**src/rtl/ysyx_24100005_rf_wb_arbiter_if.sv**
```systemverilog
// Writeback/dispatch/decode bundle between the requesters and the RF write-port arbiter.
// The master side drives requests and decode queries; the slave side is the arbiter.
interface ysyx_24100005_rf_wb_arbiter_if #(
    parameter int NR_REQ     = 3,
    parameter int ADDR_WIDTH = 5,
    parameter int DATA_WIDTH = 32
);
    logic [NR_REQ-1:0]            req_valid;
    logic [NR_REQ-1:0]            req_ready;
    logic [NR_REQ*ADDR_WIDTH-1:0] req_addr;
    logic [NR_REQ*DATA_WIDTH-1:0] req_data;
    logic                         issue_valid;
    logic [ADDR_WIDTH-1:0]        issue_addr;
    logic [ADDR_WIDTH-1:0]        rs1addr;
    logic [ADDR_WIDTH-1:0]        rs2addr;
    logic                         rs1_busy;
    logic                         rs2_busy;
    logic                         rf_wen;
    logic [ADDR_WIDTH-1:0]        rf_waddr;
    logic [DATA_WIDTH-1:0]        rf_wdata;

    modport master (
        output req_valid, req_addr, req_data, issue_valid, issue_addr, rs1addr, rs2addr,
        input  req_ready, rs1_busy, rs2_busy, rf_wen, rf_waddr, rf_wdata
    );

    modport slave (
        input  req_valid, req_addr, req_data, issue_valid, issue_addr, rs1addr, rs2addr,
        output req_ready, rs1_busy, rs2_busy, rf_wen, rf_waddr, rf_wdata
    );
endinterface

```
**src/rtl/ysyx_24100005_rf_wb_arbiter.sv**
```systemverilog
// Round-robin arbiter sharing the register file write port among NR_REQ writeback
// requesters, with a per-register busy scoreboard for decode RAW-hazard stalls.
module ysyx_24100005_rf_wb_arbiter #(
    parameter int NR_REQ     = 3,
    parameter int ADDR_WIDTH = 5,
    parameter int DATA_WIDTH = 32
) (
    input  logic clk,
    input  logic rst_n,
    ysyx_24100005_rf_wb_arbiter_if.slave bus
);
    localparam int PTR_W   = (NR_REQ > 1) ? $clog2(NR_REQ) : 1;
    localparam int NR_REGS = 1 << ADDR_WIDTH;

    logic [ADDR_WIDTH-1:0] addr_arr [NR_REQ];
    logic [DATA_WIDTH-1:0] data_arr [NR_REQ];

    generate
        for (genvar gi = 0; gi < NR_REQ; gi++) begin : g_slice
            assign addr_arr[gi] = bus.req_addr[gi*ADDR_WIDTH +: ADDR_WIDTH];
            assign data_arr[gi] = bus.req_data[gi*DATA_WIDTH +: DATA_WIDTH];
        end
    endgenerate

    logic [PTR_W-1:0]      ptr_q, ptr_d;
    logic [NR_REGS-1:0]    busy_q, busy_d;
    logic                  rf_wen_q;
    logic [ADDR_WIDTH-1:0] rf_waddr_q;
    logic [DATA_WIDTH-1:0] rf_wdata_q;

    logic                  found;
    logic [PTR_W-1:0]      win_idx;
    logic [NR_REQ-1:0]     grant;
    logic                  transfer;
    logic [ADDR_WIDTH-1:0] win_addr;
    logic [DATA_WIDTH-1:0] win_data;
    int                    idx;

    // Scan from ptr upward, wrapping at NR_REQ; first valid requester wins.
    always_comb begin
        found   = 1'b0;
        win_idx = '0;
        idx     = 0;
        for (int k = 0; k < NR_REQ; k++) begin
            idx = int'(ptr_q) + k;
            if (idx >= NR_REQ) idx = idx - NR_REQ;
            if (!found && bus.req_valid[idx]) begin
                found   = 1'b1;
                win_idx = PTR_W'(idx);
            end
        end
    end

    always_comb begin
        grant = '0;
        if (found && rst_n) grant[win_idx] = 1'b1;
    end

    assign transfer      = found && rst_n;
    assign win_addr      = addr_arr[win_idx];
    assign win_data      = data_arr[win_idx];
    assign bus.req_ready = grant;

    always_comb begin
        ptr_d = ptr_q;
        if (transfer) ptr_d = (win_idx == PTR_W'(NR_REQ - 1)) ? '0 : win_idx + 1'b1;
    end

    // Set is applied after clear so a same-edge reissue marks the new producer busy.
    always_comb begin
        busy_d = busy_q;
        if (rf_wen_q) busy_d[rf_waddr_q] = 1'b0;
        if (bus.issue_valid && (bus.issue_addr != '0)) busy_d[bus.issue_addr] = 1'b1;
        busy_d[0] = 1'b0;
    end

    always_ff @(posedge clk or negedge rst_n) begin
        if (!rst_n) begin
            ptr_q      <= '0;
            busy_q     <= '0;
            rf_wen_q   <= 1'b0;
            rf_waddr_q <= '0;
            rf_wdata_q <= '0;
        end else begin
            ptr_q    <= ptr_d;
            busy_q   <= busy_d;
            rf_wen_q <= transfer && (win_addr != '0);
            if (transfer) begin
                rf_waddr_q <= win_addr;
                rf_wdata_q <= win_data;
            end
        end
    end

    assign bus.rf_wen   = rf_wen_q;
    assign bus.rf_waddr = rf_waddr_q;
    assign bus.rf_wdata = rf_wdata_q;
    assign bus.rs1_busy = rst_n && busy_q[bus.rs1addr];
    assign bus.rs2_busy = rst_n && busy_q[bus.rs2addr];

endmodule

```
**src/flat_wrapper.sv**
```systemverilog
// flat-port wrapper written by rule: the top's interface ports become plain ports
module ysyx_24100005_rf_wb_arbiter_flat 
#(
    parameter int NR_REQ     = 3,
    parameter int ADDR_WIDTH = 5,
    parameter int DATA_WIDTH = 32
)
  (clk, rst_n, bus_req_valid, bus_req_addr, bus_req_data, bus_issue_valid, bus_issue_addr, bus_rs1addr, bus_rs2addr, bus_req_ready, bus_rs1_busy, bus_rs2_busy, bus_rf_wen, bus_rf_waddr, bus_rf_wdata);
  ysyx_24100005_rf_wb_arbiter_if #(.NR_REQ(NR_REQ), .ADDR_WIDTH(ADDR_WIDTH), .DATA_WIDTH(DATA_WIDTH)) bus_i ();
  input  logic clk;
  input  logic rst_n;
  input wire logic [$bits(bus_i.req_valid)-1:0] bus_req_valid;
  input wire logic [$bits(bus_i.req_addr)-1:0] bus_req_addr;
  input wire logic [$bits(bus_i.req_data)-1:0] bus_req_data;
  input wire logic [$bits(bus_i.issue_valid)-1:0] bus_issue_valid;
  input wire logic [$bits(bus_i.issue_addr)-1:0] bus_issue_addr;
  input wire logic [$bits(bus_i.rs1addr)-1:0] bus_rs1addr;
  input wire logic [$bits(bus_i.rs2addr)-1:0] bus_rs2addr;
  output wire logic [$bits(bus_i.req_ready)-1:0] bus_req_ready;
  output wire logic [$bits(bus_i.rs1_busy)-1:0] bus_rs1_busy;
  output wire logic [$bits(bus_i.rs2_busy)-1:0] bus_rs2_busy;
  output wire logic [$bits(bus_i.rf_wen)-1:0] bus_rf_wen;
  output wire logic [$bits(bus_i.rf_waddr)-1:0] bus_rf_waddr;
  output wire logic [$bits(bus_i.rf_wdata)-1:0] bus_rf_wdata;
  assign bus_i.req_valid = bus_req_valid;
  assign bus_i.req_addr = bus_req_addr;
  assign bus_i.req_data = bus_req_data;
  assign bus_i.issue_valid = bus_issue_valid;
  assign bus_i.issue_addr = bus_issue_addr;
  assign bus_i.rs1addr = bus_rs1addr;
  assign bus_i.rs2addr = bus_rs2addr;
  assign bus_req_ready = bus_i.req_ready;
  assign bus_rs1_busy = bus_i.rs1_busy;
  assign bus_rs2_busy = bus_i.rs2_busy;
  assign bus_rf_wen = bus_i.rf_wen;
  assign bus_rf_waddr = bus_i.rf_waddr;
  assign bus_rf_wdata = bus_i.rf_wdata;
  ysyx_24100005_rf_wb_arbiter #(.NR_REQ(NR_REQ), .ADDR_WIDTH(ADDR_WIDTH), .DATA_WIDTH(DATA_WIDTH)) u_core (.clk(clk), .rst_n(rst_n), .bus(bus_i));
endmodule
```
**config.mk**
```make
export PLATFORM = sky130hd
export DESIGN_NAME = ysyx_24100005_rf_wb_arbiter_flat
export DESIGN_NICKNAME = d
export VERILOG_FILES = /design/src/rtl/ysyx_24100005_rf_wb_arbiter_if.sv /design/src/rtl/ysyx_24100005_rf_wb_arbiter.sv /design/src/flat_wrapper.sv
export SDC_FILE = /design/constraint.sdc
export NUM_CORES = 1
export LEC_CHECK = 0
export BUFFER_PORTS_ARGS = -buffer_cell sky130_fd_sc_hd__buf_2
export CAP_MARGIN = 20
export CORE_ASPECT_RATIO = 1.1
export CORE_MARGIN = 2
export CORE_UTILIZATION = 31
export DETAILED_ROUTE_END_ITERATION = 16
export GPL_TIMING_DRIVEN = 0
export PLACE_DENSITY_LB_ADDON = 0.25
export SYNTH_ARGS = -nofsm -noshare
export SYNTH_HDL_FRONTEND = slang
export SYNTH_SLANG_ARGS = --single-unit
```
**constraint.sdc**
```tcl
create_clock -name clk -period 2.3 [get_ports clk]
set_input_delay 0.345 -clock clk [delete_from_list [all_inputs] [get_ports clk]]
set_output_delay 0.345 -clock clk [all_outputs]
set_load 0.05 [all_outputs]
```
Yosys cells after proc, flatten, opt, wreduce, memory -nomap -nowiden
Cells that the tools add are included.
{"block": "totals", "ff_bits": 71, "input_bits": 132, "output_inout_bits": 43, "elab_cells": 83}
{"block": "op_classes", "addsub": 6, "order_cmp": 15, "n_eq_ne": 1, "mux": 38, "bitwise_logic": 4, "n_reduce_logical": 14}
{"op": "$mux W32", "n": 7}
{"op": "$lt A32 B4 Y1 const B", "n": 3}
{"op": "$bmux W32 S2", "n": 1}
{"op": "$ge A32 B3 Y1 const B", "n": 2}
{"op": "$sub A32 B3 Y32 const B", "n": 2}
{"op": "$and A32 B32 Y32", "n": 1}
{"op": "$not A32 Y32", "n": 1}
{"op": "$or A32 B32 Y32", "n": 1}
{"op": "$lt A5 B6 Y1 const B", "n": 4}
{"op": "$mux W1", "n": 14}
{"op": "$bmux W1 S5", "n": 2}
{"op": "$bmux W5 S2", "n": 1}
{"op": "$demux W1 S5", "n": 2}
{"op": "$ge A5 B1 Y1 const B", "n": 2}
{"op": "$logic_and A1 B1 Y1", "n": 10}
{"op": "$mux W5", "n": 2}
{"op": "$reduce_bool A5 Y1", "n": 2}
{"op": "$mux W2", "n": 4}
{"op": "$bmux W1 S2", "n": 3}
{"op": "$add A2 B1 Y3 const B", "n": 1}
{"op": "$add A2 B2 Y3 const B", "n": 1}
{"op": "$ge A3 B3 Y1 const B", "n": 1}
{"op": "$lt A2 B3 Y1 const B", "n": 1}
{"op": "$mux W3", "n": 1}
{"op": "8 further kinds", "n": 9}

Depth between registers and ports, before layout
Gate-level depths: netlist (run 1).
{"block": "depth", "ltp_word": 18, "mapped_depth": 12, "ltp_nobuf": 9}

Least setup slack after synthesis (run 1)
OpenSTA, ideal clock, no wires.
{"block": "synth_timing", "path_type": "reg-to-output", "startpoint": "register u_core.ptr_q[1]", "endpoint": "output port bus_req_ready[2]", "arrival_ns": 2.340, "required_time_ns": 1.955, "setup_slack_ns": -0.385, "path_stages_with_launch": 10, "n_path_buf": 2, "cell_sequence": "dfrtp_1 -> inv_1 -> ha_1 -> buf_2 -> mux2i_1 -> or2_1 -> a211oi_2 -> nor2_2 -> buf_4 -> nor2_1"}
{"block": "synth_via", "elab_chain_cells": 17, "word_cells_on_any_way": 37, "cone_classes": "add/sub: 5; order compare: 5; mux: 21; reduce/logical: 6"}
{"item": "from (decl)", "line_no": "ysyx_24100005_rf_wb_arbiter.sv:25", "rtl": "logic [PTR_W-1:0] ptr_q, ptr_d;"}
{"item": "from (signal assigned)", "line_no": "ysyx_24100005_rf_wb_arbiter.sv:85", "rtl": "ptr_q <= ptr_d;"}
{"item": "parallel branches: the longest is 16 deep, another holds $sub A32 B3 Y32"}
{"item": "$mux W3 (*)", "line_no": "ysyx_24100005_rf_wb_arbiter.sv:56", "rtl": "if (found && rst_n) grant[win_idx] = 1'b1;"}
{"item": "to (decl)", "line_no": "flat_wrapper.sv:19", "rtl": "output wire logic [$bits(bus_i.req_ready)-1:0] bus_req_ready;"}
Mark *: on every way between the ends. The select of a mux whose other input is x is not followed.

Final worst setup path (run 1)
{"block": "layout_timing", "startpoint": "register u_core.ptr_q[1]", "endpoint": "output port bus_req_ready[0]"}
Same word-level chain as after synthesis.

==> results of run 1 <==
[cell type report]
type | count | area, um^2 | share of cell area
Clock buffer | 13 | 260 | 0.0410
Multi-Input combinational cell | 355 | 2590 | 0.409
Inverter | 3 | 11.3 | 0.00178
Clock inverter | 1 | 5.00 | 0.000789
Buffer | 26 | 216 | 0.0341
Tap cell | 188 | 235 | 0.0371
Timing Repair Buffer | 204 | 1240 | 0.196
Sequential cell | 71 | 1780 | 0.280
[kinds of logic (layout without fill, tap and decap cells)]
family,count (synthesis),in the layout,synth area share
AOI/OAI and AO/OA,155,155,0.194
adders and majority gates,4,4,0.0115
buffers and inverters,31,247,0.0453
muxes,61,61,0.193
and+or+nand+nor,135,135,0.146
DFF,71,71,0.410
[what timing repair did]
item	4_1_cts	5_1_grt
pin swaps	9	15
resized for setup	62	29
hold buffers	2	0
endpoints found under the hold margin	18	0
endpoints found under the setup margin	45	44
buffers inserted	23	9
cloned	3	0
[power groups by stage]
stage / Clock, mW / Combinational, mW / Sequential (mW)
global placement: 0 / 5.50 / 2.24
CTS: 1.30 / 6.79 / 2.25
global route: 1.36 / 7.37 / 2.34
finish: 1.27 / 6.85 / 2.26
floorplan: 0 / 3.08 / 3.34
detailed placement: 0 / 5.59 / 2.27
[flip-flops by register name, summed over array words and instances (netlist names)]
name                 cells
u_core.bus.rf_wdata     32
u_core.ptr_q             2
u_core.bus.rf_waddr      5
u_core.bus.rf_wen        1
u_core.busy_q           31
[placed cells by master (no fill, tap or decap), types with 3 or more instances in the layout]
master / instances
o21ai_2: 8
o21ai_0: 66
clkbuf_1: 7
clkbuf_2: 4
buf_12: 7
nor2_1: 6
buf_2: 168
buf_6: 13
mux2i_2: 5
or3b_2: 4
buf_8: 5
o21ai_1: 62
buf_4: 25
dfrtp_1: 70
mux2i_1: 34
o21ai_4: 3
nand3b_1: 10
mux4_2: 18
nand2_1: 84
clkbuf_16: 9
nand3_1: 5
[final timing paths]
check / end / slack, ns / cells after the start
worst max-delay path: bus_req_ready[0] / -0.33 / 9
worst min-delay path: u_core.bus.rf_wdata[14] / 0.29 / 3
worst max register to register: u_core.bus.rf_wen / -0.27 / 13
worst min register to register: u_core.bus.rf_wdata[10] / 0.48 / 2
max in group asynchronous: u_core.busy_q[27] / 0.29 / 3
min in group asynchronous: u_core.bus.rf_waddr[2] / 0.45 / 2
[through the flow]
step | hold WS [ns] | cell area, um^2 | std cells | total power, mW
floorplan | 0.0494 | 4370 | 457 | 6.42
global placement | 0.465 | 5450 | 815 | 7.74
detailed placement | 0.344 | 5480 | 816 | 7.86
CTS | 0.271 | 6260 | 857 | 10.3
global route | 0.290 | 6340 | 861 | 11.1
finish | 0.285 | 6340 | 861 | 10.4
[tightest hold or removal path, stage by stage]
cell,delay (ns)
buf_2,0.07
o21ai_1,0.06
o21ai_1,0.10
[metal layers]
layer,vias up,global-route usage,part of all wire,wire [um]
li1,2085,-,-,-
met1,2092,0.244,0.40,5880
met2,198,0.322,0.50,7300
met3,24,0.0430,0.074,1070
met4,0,0.0768,0.022,316
met5,-,0,0,0
==> summary.txt, run 1 <==
status: complete, but fails checks
failing checks: setup timing
RR Startpoint: u_core.ptr_q[1]
PortBufs: 170
Pwr per Cell Area: 1640 nW/um^2
Num CTS Buffers: 9
Syn-to-layout area delta: 46.3%
Setup TNS Final: -6.74 ns
Num Clock Sinks: 71
remaining antenna violation count: 0
fin nets: 806
min Tclk post-route: 2.63 ns
CP arrival: 2.29 ns
largest net degree at the start of global routing: 40
P_int: 5.46 mW
clock latency on the worst-skew pair: 0.33 ns
Setup WS pre-CTS: -0.412 ns
most used flip-flop cell after synthesis: dfrtp_1
H-tree levels: 3
unrepaired setup endpoints after global routing: yes
register area share after synthesis: 0.410
chip width: 117 um
Synth Warn #: 0
synth cell count leaders: 86 x nand2_1, 72 x o21ai_1, 71 x dfrtp_1
WP buf/inv: 4
worst min-delay path class: in2reg
most numerous cell on the critical path: buf_6
Slowest cell on crit path: dfrtp_1
slew at the pin with the worst max-slew slack: 0.870 ns
routed len/inst: 16.9 um
max_slew headroom: 0.418
Logic pwr share: 0.660
post-route clock period utilization: 1.14
Post-Syn Nets: 593
Reg power frac: 0.218
die area: 14900 um^2
first-pass GRT wire length: 22.1 mm
Clk network pwr share: 0.122
clk slew on worst S/H paths: 0.05 ns
EDFF count, synth: 0
worst endpoint required time: 1.96 ns
Slew Viols, Final: 0
io pins: 175
gr usage total: 0.194
Overflow after GRT: 0
Setup crit start kind: flip-flop
leakage: 2.97 nW
final core utilization: 0.462
Cells after Synth: 457
worst setup slack after layout: -0.332 ns
Vias: 4399
area leader, netlist: dfrtp_1
Avg Inst Size Synth: 9.48 um^2
critical-path cell list: buf_6 -> ha_4 -> and3b_1 -> a211o_1 -> mux2i_1 -> buf_6 -> buf_12 -> and2_4 -> buf_8
flops & latches, synth: 71
Worst Setup Path Type: reg2out
Critical Path Max Stage Delay: 0.38 ns
Post-Route WL: 14.6 mm
filler instances: 1356
ANT cells: 0
Mapped Area: 4330 um^2
CTS tree: built
core area: 13700 um^2
initial core utilization: 0.315
Die Y: 128 um
vias in the first global route: 4404
TritonRoute pass-1 iters: 5
maxcap violations: 0
count leader, synth: nand2_1
layout cell share with drive strength beyond 1: 0.450
CP Max Fanout: 8
crit path launch: u_core.ptr_q[1]
Avg Vias per Cell: 5.11
Placement Rows: 45
CP endpoint kind: output pin
dpl hpwl: 10.4 mm
critical path's top delay family: buffers and inverters
Clock Root Buffer: clkbuf_16
Worst Skew: 0.00544 ns
Switching Fraction: 0.474
net switching power: 4.92 mW
Residual DRC: 0
Distinct cells, synth: 43
Yosys top cell area share: 0.410
DRT iter0 DRCs: 288
HP Start: bus_req_data[78]
IR Drop Worst-Case VDD: 994 uV
Final Hold Fails: 0
clk buf depth: 2
Area contributors post-synth: dfrtp_1 41%, mux2i_1 9.5%, mux4_2 9.4%
initial antenna violation count: 0
f_max: 380 MHz
FFs w/ async S/R, synth: 1.00
Final Wtd Congestion: 0.861
final setup fails: 41
(Power assumes the default switching activity.)
==> run 2: changes to the inputs <==
ABC_AREA = 1   (was not set)
==> summary.txt, run 2 <==
Yosys top cell area share: 0.408 (-0.00165)
RR Startpoint: u_core.ptr_q[0]
layout cell share with drive strength beyond 1: 0.373 (-0.0768)
crit path launch: u_core.ptr_q[0]
Syn-to-layout area delta: 43.8%
Avg Inst Size Synth: 7.61 um^2 (-20%)
synth cell count leaders: 106 x o21ai_0, 80 x nor2_1, 73 x nand2_1
ANT cells: 0 (unchanged)
CP endpoint kind: output pin
register area share after synthesis: 0.408 (-0.00165)
leakage: 2.87 nW (-3.5%)
failing checks: setup timing
DRT iter0 DRCs: 268 (-6.9%)
Worst Skew: 0.00687 ns (+0.00143 ns)
Avg Vias per Cell: 5.15 (+0.81%)
Residual DRC: 0 (unchanged)
area leader, netlist: dfrtp_1
final non-filler cell total: 970 (+13%)
most frequent cells in the layout: 175 x buf_2, 104 x o21ai_0, 74 x nor2_1, 70 x dfrtp_1, 68 x nand2_1
most numerous cell on the critical path: nor2_4
maxcap violations: 0 (unchanged)
flop2flop setup slack: 0.03 ns (+0.30 ns)
Mapped Area: 4350 um^2 (+0.40%)
H-tree levels: 3 (unchanged)
Area contributors post-synth: dfrtp_1 41%, o21ai_0 12%, nand3_1 7.6%
wl on met1: 6.59 mm (+12%)
unrepaired setup endpoints after global routing: yes
first-pass GRT wire length: 24.7 mm (+12%)
total power: 11.1 mW (+7.3%)
worst setup slack after layout: -0.216 ns (+0.116 ns)
Post-Route WL: 16.2 mm (+11%)
Slew Viols, Final: 0 (unchanged)
Worst Setup Path Type: reg2out
die area: 15000 um^2 (+0.39%)
status: complete, but fails checks
final setup fails: 3 (-93%)
IR Drop Worst-Case VDD: 957 uV (-3.7%)
slew at the pin with the worst max-slew slack: 0.447 ns (-0.423 ns)
core area: 13700 um^2 (unchanged)
max FFs per register: 32 (unchanged)
Distinct cells, synth: 32 (-26%)
critical path's top delay family: simple AND/OR/NAND/NOR gates
WHS: 0.00793 ns (-0.277 ns)
Final Hold Fails: 0 (unchanged)
CP Max Fanout: 7 (-1)
most used flip-flop cell after synthesis: dfrtp_1
min Tclk post-route: 2.52 ns (-0.116 ns)
initial core utilization: 0.317 (+0.00128)
dpl hpwl: 12.0 mm (+16%)
clk buf depth: 2 (unchanged)
vias in the first global route: 4849 (+10%)
routed wl met3: 1.18 mm (+10%)
Synth Warn #: 0 (unchanged)
CTS tree: built
placed cell count: 935 (+15%)
routed len/inst: 16.7 um (-1.4%)
TritonRoute pass-1 iters: 5 (unchanged)
max_slew headroom: 0.702 (+0.284)
WP buf/inv: 5 (+1)
io pins: 175 (unchanged)
Num CTS Buffers: 9 (unchanged)
Placement Rows: 45 (unchanged)
clk slew on worst S/H paths: 0.06 ns (about the same)
f_max: 397 MHz (+4.6%)
initial antenna violation count: 0 (unchanged)
gr usage total: 0.213 (+0.0194)
remaining antenna violation count: 0 (unchanged)
filler instances: 1444 (+6.5%)
DR top layer: met4
worst endpoint required time: 1.96 ns (about the same)
Num Clock Sinks: 71 (unchanged)
post-route clock period utilization: 1.09 (-0.0502)
Post-Syn Nets: 708 (+19%)
Overflow after GRT: 0 (unchanged)
Setup crit start kind: flip-flop
Die Y: 128 um (+0.20%)
largest net degree at the start of global routing: 44 (+10%)
fin nets: 913 (+13%)
flops & latches, synth: 71 (unchanged)
worst min-delay path class: in2async
Clock Root Buffer: clkbuf_16
Critical Path Max Stage Delay: 0.38 ns (about the same)
Final Wtd Congestion: 0.919 (+6.7%)
DR WL met2: 8.09 mm (+11%)
Cells after Synth: 572 (+25%)
Slowest cell on crit path: dfrtp_1
EDFF count, synth: 0 (unchanged)
count leader, synth: o21ai_0
chip width: 117 um (+0.19%)
CP arrival: 2.17 ns (-0.12 ns)
PortBufs: 174 (+2.4%)
Setup TNS Final: -0.517 ns (+6.23 ns)
commonest non-fill, non-tap cell in the layout: buf_2
FFs w/ async S/R, synth: 1.00 (unchanged)
clock latency on the worst-skew pair: 0.34 ns (about the same)
Pwr per Cell Area: 1780 nW/um^2 (+8.7%)
critical-path cell list: inv_2 -> ha_4 -> inv_6 -> nand2_2 -> nand3_2 -> nand2_4 -> nand3_4 -> nor2_4 -> nor2_4 -> buf_8 -> buf_12 -> nor2_4 -> buf_8
Vias: 4996 (+14%)
## run 2: changes by cell type after synthesis, moves of 32 or more
cell	previous run	this run
mux2i_1	41	0
nand3_1	5	66
a31oi_1	0	32
o21ai_1	72	1
nor2_1	8	80
o21ai_0	66	106
## run 2: final timing paths
path / cells after the start / to
setup / recovery: 13 / bus_req_ready[2]
hold / removal: 2 / u_core.busy_q[26]
setup reg to reg: 17 / u_core.bus.rf_wen
hold reg to reg: 2 / u_core.busy_q[6]
max in group asynchronous: 2 / u_core.ptr_q[1]
min in group clk: 3 / u_core.bus.rf_wdata[2]
## run 2: area by class of cell
class | count | area, um^2 | share of cell area
sequential | 71 | 1780 | 0.284
buffer | 24 | 215 | 0.0344
timing repair buffer | 194 | 1080 | 0.172
clock buffer | 9 | 225 | 0.0360
tap | 188 | 235 | 0.0376
multi-input combinational | 441 | 2450 | 0.392
inverter | 36 | 153 | 0.0244
clock inverter | 7 | 120 | 0.0192
## run 2: through the flow
step | area [um^2] | util | worst slack, ns
after floorplan | 4360 | - | -0.0902
after global placement | 5470 | 0.398 | -0.986
after detailed placement | 5500 | 0.400 | -0.296
after CTS | 6080 | 0.443 | -0.224
after global routing | 6260 | 0.456 | -0.292
final | 6260 | 0.456 | -0.216
## run 2: repair_timing
| action | 4_1_cts | 5_1_grt |
|---|---|---|
| resized for setup | 34 | 43 |
| setup endpoints to repair | 36 | 38 |
| setup buffers | 13 | 6 |
| hold endpoints to repair | 29 | 0 |
| pin swaps | 12 | 18 |
| hold buffers | 1 | 0 |
## run 2: kinds of logic (layout without fill, tap and decap cells)
| family | count (synthesis) | in the layout | share of synthesized area |
|---|---|---|---|
| adders and majority gates | 4 | 4 | 0.0115 |
| DFF | 71 | 71 | 0.408 |
| AOI/OAI and AO/OA | 189 | 189 | 0.241 |
| buffers and inverters | 60 | 270 | 0.0699 |
| and+or+nand+nor | 248 | 248 | 0.269 |
## run 2: worst register-to-register path, delay by kind of cell, from the launching register on
family	cells	cell delay [ns]
simple gates	12	0.99
flops	1	0.38
fa+ha+maj	1	0.35
buf+inv	4	0.44
## run 2: where the power goes
group | switching [mW] | internal, mW
sequential | 0.467 | 1.88
combinational | 4.72 | 2.43
clock | 0.579 | 1.06
total | 5.76 | 5.37
## run 2: per-layer routing
metal / global-route usage / up-vias
met5: 0 / -
met1: 0.257 / 2351
met3: 0.0506 / 19
li1: - / 2422
met4: 0.0678 / 0
met2: 0.372 / 204
